### src/rtl/ring_meter.sv
// ring_meter: counts ring-oscillator rising edges per gate window and shows the total as three digits.
// Each digit uses a code in which neighbouring values differ in one bit.
// Ports:
//   i_clk   - sole clock, rising edge
//   i_rst   - asynchronous active-high reset
//   i_ring  - ring-oscillator tap, asynchronous to i_clk
//   o_100   - hundreds digit of the last completed window
//   o_010   - tens digit of the last completed window
//   o_001   - units digit of the last completed window
//   o_valid - one-cycle pulse after the digits update
//   o_ovf   - last completed window saw more than 999 edges
module ring_meter #(
    parameter int pGATE = 20_000
) (
    input  logic       i_clk,
    input  logic       i_rst,
    input  logic       i_ring,
    output logic [4:0] o_100,
    output logic [4:0] o_010,
    output logic [4:0] o_001,
    output logic       o_valid,
    output logic       o_ovf
);
    localparam logic [4:0]  ZERO = 5'b10001;
    localparam logic [4:0]  NINE = 5'b10000;
    localparam logic [15:0] LAST = 16'(pGATE - 1);

    logic        s1, s2, s3;
    logic [2:0]  warm;
    logic [15:0] gate;
    logic [4:0]  h, t, u, h_n, t_n, u_n;
    logic        ovf, ovf_n, edge_det, close, full, inc;

    function automatic logic [4:0] step(input logic [4:0] d);
        case (d)
            5'b10001: step = 5'b00001;
            5'b00001: step = 5'b00011;
            5'b00011: step = 5'b00010;
            5'b00010: step = 5'b00110;
            5'b00110: step = 5'b00100;
            5'b00100: step = 5'b01100;
            5'b01100: step = 5'b01000;
            5'b01000: step = 5'b11000;
            5'b11000: step = 5'b10000;
            default:  step = ZERO;
        endcase
    endfunction

    // warm masks edges until flop3 holds a real sample of i_ring.
    // Without it, a high level at reset release would look like a rising edge.
    assign edge_det = s2 & ~s3 & warm[2];
    assign close    = gate == LAST;
    assign full     = h == NINE && t == NINE && u == NINE;
    assign inc      = edge_det & ~full;
    assign ovf_n    = ovf | (edge_det & full);
    assign u_n      = inc ? step(u) : u;
    assign t_n      = inc && u == NINE ? step(t) : t;
    assign h_n      = inc && u == NINE && t == NINE ? step(h) : h;

    always_ff @(posedge i_clk or posedge i_rst) begin
        if (i_rst) begin
            {s3, s2, s1} <= '0;
            warm         <= '0;
            gate         <= '0;
        end else begin
            {s3, s2, s1} <= {s2, s1, i_ring};
            warm         <= {warm[1:0], 1'b1};
            gate         <= close ? '0 : gate + 16'd1;
        end
    end

    // At window close, the outputs take the running totals, including an edge seen in that same cycle.
    // The running totals restart from zero on the same edge.
    always_ff @(posedge i_clk or posedge i_rst) begin
        if (i_rst) begin
            {h, t, u} <= {ZERO, ZERO, ZERO};
            ovf       <= 1'b0;
            o_100     <= ZERO;
            o_010     <= ZERO;
            o_001     <= ZERO;
            o_ovf     <= 1'b0;
            o_valid   <= 1'b0;
        end else begin
            o_valid <= close;
            if (close) begin
                {o_100, o_010, o_001} <= {h_n, t_n, u_n};
                o_ovf                 <= ovf_n;
                {h, t, u}             <= {ZERO, ZERO, ZERO};
                ovf                   <= 1'b0;
            end else begin
                {h, t, u} <= {h_n, t_n, u_n};
                ovf       <= ovf_n;
            end
        end
    end
endmodule

### config.mk
export PLATFORM = sky130hd
export DESIGN_NAME = ring_meter
export DESIGN_NICKNAME = d
export VERILOG_FILES = /design/src/rtl/ring_meter.sv
export SDC_FILE = /design/constraint.sdc
export NUM_CORES = 1
export LEC_CHECK = 0
export CORE_UTILIZATION = 30
export CTS_BUF_LIST = sky130_fd_sc_hd__clkbuf_8 sky130_fd_sc_hd__clkbuf_16
export DETAILED_ROUTE_END_ITERATION = 16
export HOLD_SLACK_MARGIN = 0.12
export PLACE_DENSITY = 0.51
export SLEW_MARGIN = 0
export SYNTH_ARGS = -nofsm -noshare
export SYNTH_HDL_FRONTEND = slang
export SYNTH_SLANG_ARGS = --single-unit
### constraint.sdc
create_clock -name i_clk -period 1.85 [get_ports i_clk]
set_input_delay 0.37 -clock i_clk [delete_from_list [all_inputs] [get_ports i_clk]]
set_output_delay 0.37 -clock i_clk [all_outputs]
set_load 0.005 [all_outputs]
==> metrics.txt <==
total gr overflow 0; I/O pin count 20; Post-Syn Nets 271; Worst path top cell family by delay simple AND/OR/NAND/NOR gates; root buf cell clkbuf_8; number of CTS-inserted buffers 5; Seq/Total Area, Yosys 0.526; initial antenna violation count 0; fin. max-slew vios 0; status finished clean; skew final 0.00622 ns; Sw Pwr 0.961 mW; max_cap viols 0; Vias 2036; Critical Path AT 1.99 ns; Starting DRT DRC Count 85; Syn Area/Cell 9.91 um^2; clock share of power 0.297; Yosys top cell by area dfrtp_1; largest net degree at the start of global routing 21; number of vias per cell 5.06; post-route ant nets 0; WP data required 2.09 ns; drt total wl 5620 um; combinational share of power 0.211; hold-fix buffers at CTS 0; startpoint types flip-flop; Area Growth Syn to Fin 20.9%; fraction of layout cells with a size suffix above 1 0.175; CTS tree done; Yosys warnings 0; Top FF cell, synth dfrtp_1; cell breakdown of the critical path or4b_4, nor4_4, buf_6, nor2_2, a31oi_2; most frequent cell after synthesis dfrtp_1; synth top area cells dfrtp_1, dfstp_2, nand2_1, nor2_1, o21ai_0; first-pass GRT wire length 9430 um; die area 0.00920 mm^2; top-area cell type share of the netlist area 0.407; drt pass-1 iters 4; CTS Sinks 55; most frequent cells after synthesis dfrtp_1, nand2_1, nor2_1; Slowest cell on crit path or4b_4; Netlist Area Pre-Place 0.00265 mm^2; cell area after layout 0.00320 mm^2; crit path buf inv count 1; Reg power frac 0.492; Sw Share 0.303; cell count after placement 391; final hold vios 0; Worst path max stage delay 0.56 ns; P_leak 1.37 nW; Total Routing Usage GR 0.136; placement-stage cell area 0.00303 mm^2; Hold Path Class in -> async; Peak VDD IR 0.000400 V; kind of critical path reg -> reg; Post-Syn Instances 267; Remaining DRCs 0; #FFs+latches synth 55; Synth cell types 58; final period utilization 0.945; via count of the first global-routing pass 1865; Cell Pwr Density 992 mW/mm^2; Longest Clk Path Bufs 2; final net count 300; unrepaired setup endpoints after global routing true; final setup fails 0; Reg-to-Reg Start gate[5]$_DFF_PP0_; post-layout util 0.381; RePlAce Congestion 0.808; average routed wire per standard cell 14.0 um; final cell count without fillers 402; Max Clock Freq 0.572 GHz; clock slew at reported path FFs 0.10 ns; final worst path period need 1.75 ns; # rows 33; fillers 851; Chip Width 95.9 um; Async SR Flop Fraction 1.00; Initial Util 0.316; hpwl dp 4180 um; Setup TNS 0 ns; EDFF count, synth 0; Inserted Diodes 0; CTS H-tree depth 2; PortBufs 19; CP max FO 9; kind of end point of the critical path flip-flop; Int Pwr 2.21 mW; Core Area 0.00838 mm^2; CP startpoint gate[5]$_DFF_PP0_; die height 95.9 um; worst-skew pair later-pin latency 0.31 ns
[layer usage]
metal	vias to the layer above	share of wire	track usage	wire length, um
li1	1014	-	-	-
met1	996	0.50	0.197	2790
met2	21	0.47	0.205	2670
met3	5	0.022	0.0284	121
met4	0	0.0078	0.0373	44
met5	-	0	0	0
[through the flow]
step	power [mW]	hold slack, ns	worst slack [ns]
after floorplan	2.01	0.331	0.157
after global placement	2.19	0.334	0.143
after detailed placement	2.21	0.335	0.0817
after CTS	3.16	0.360	0.0495
after global routing	3.36	0.365	-0.0141
final	3.17	0.357	0.103
[cell type report]
cell class | count | area [um^2] | share of cell area
Clock buffer | 5 | 68.8 | 0.0215
Clock inverter | 3 | 67.6 | 0.0211
Inverter | 9 | 33.8 | 0.0106
Multi-Input combinational cell | 187 | 1140 | 0.356
Sequential cell | 55 | 1390 | 0.435
Tap cell | 105 | 131 | 0.0411
Timing Repair Buffer | 38 | 365 | 0.114
[worst reg2reg max path: cells and delay by family, from the launching register on]
family          cells  cell delay, ns
compound gates      1            0.13
buf+inv             1            0.19
flops               1            0.44
simple gates        3            0.92
[logic make-up after synthesis]
| kind of cell | share of synthesized area |
|---|---|
| AO/OA/AOI/OAI | 0.145 |
| other | 0.00142 |
| buffers and inverters | 0.0440 |
| AND/OR/NAND/NOR | 0.235 |
| multiplexers | 0.00757 |
| flip-flops | 0.526 |
| adder cells (fa/ha/maj) | 0.00473 |
| XOR/XNOR | 0.0364 |
[power groups by stage]
stage / clock (mW) / combinational (mW) / sequential (mW)
after floorplan: 0 / 0.573 / 1.44
after global placement: 0 / 0.620 / 1.57
after CTS: 0.970 / 0.635 / 1.55
after global routing: 1.02 / 0.754 / 1.58
after detailed placement: 0 / 0.632 / 1.58
final: 0.941 / 0.670 / 1.56
[flip-flops by register name, indices dropped and copies added, names as in the netlist]
signal   cells
gate        16
o_valid      1
warm         3
o_100        5
u            5
o_ovf        1
t            5
o_010        5
s2           1
h            5
s1           1
s3           1
o_001        5
ovf          1
[worst paths after layout]
check / endpoint / slack, ns / depth (start not counted)
max in group asynchronous: t[0]$_DFF_PP1_ / 0.96 / 3
min in group i_clk: warm[2]$_DFF_PP0_ / 0.36 / 0
max: o_100[0]$_DFFE_PP1P_ / 0.10 / 5
max reg2reg: o_100[0]$_DFFE_PP1P_ / 0.10 / 5
min: s1$_DFF_PP0_ / 0.36 / 2
min reg2reg: warm[2]$_DFF_PP0_ / 0.36 / 0
[cells in the final DEF, fill, tap and decap left out, types with 4 or more instances in the layout]
cell type / Yosys / routed
clkdlybuf4s50_1: 0 / 19
dfrtp_1: 43 / 43
xor2_1: 4 / 4
a21oi_1: 8 / 8
xnor2_1: 7 / 7
clkbuf_8: 0 / 5
o22ai_1: 5 / 5
inv_1: 9 / 8
o21ai_0: 16 / 16
nor2_1: 24 / 24
dfstp_2: 12 / 12
nor3_1: 10 / 10
nor4_1: 4 / 4
a31oi_1: 4 / 4
nand3_1: 8 / 8
nand2_1: 29 / 29
nand4_1: 8 / 8
buf_4: 1 / 15
[timing repair]
action	in CTS	in global routing
endpoints found under the setup margin	0	4
setup buffers	0	3
resized for setup	0	3
(Power assumes the default switching activity.)
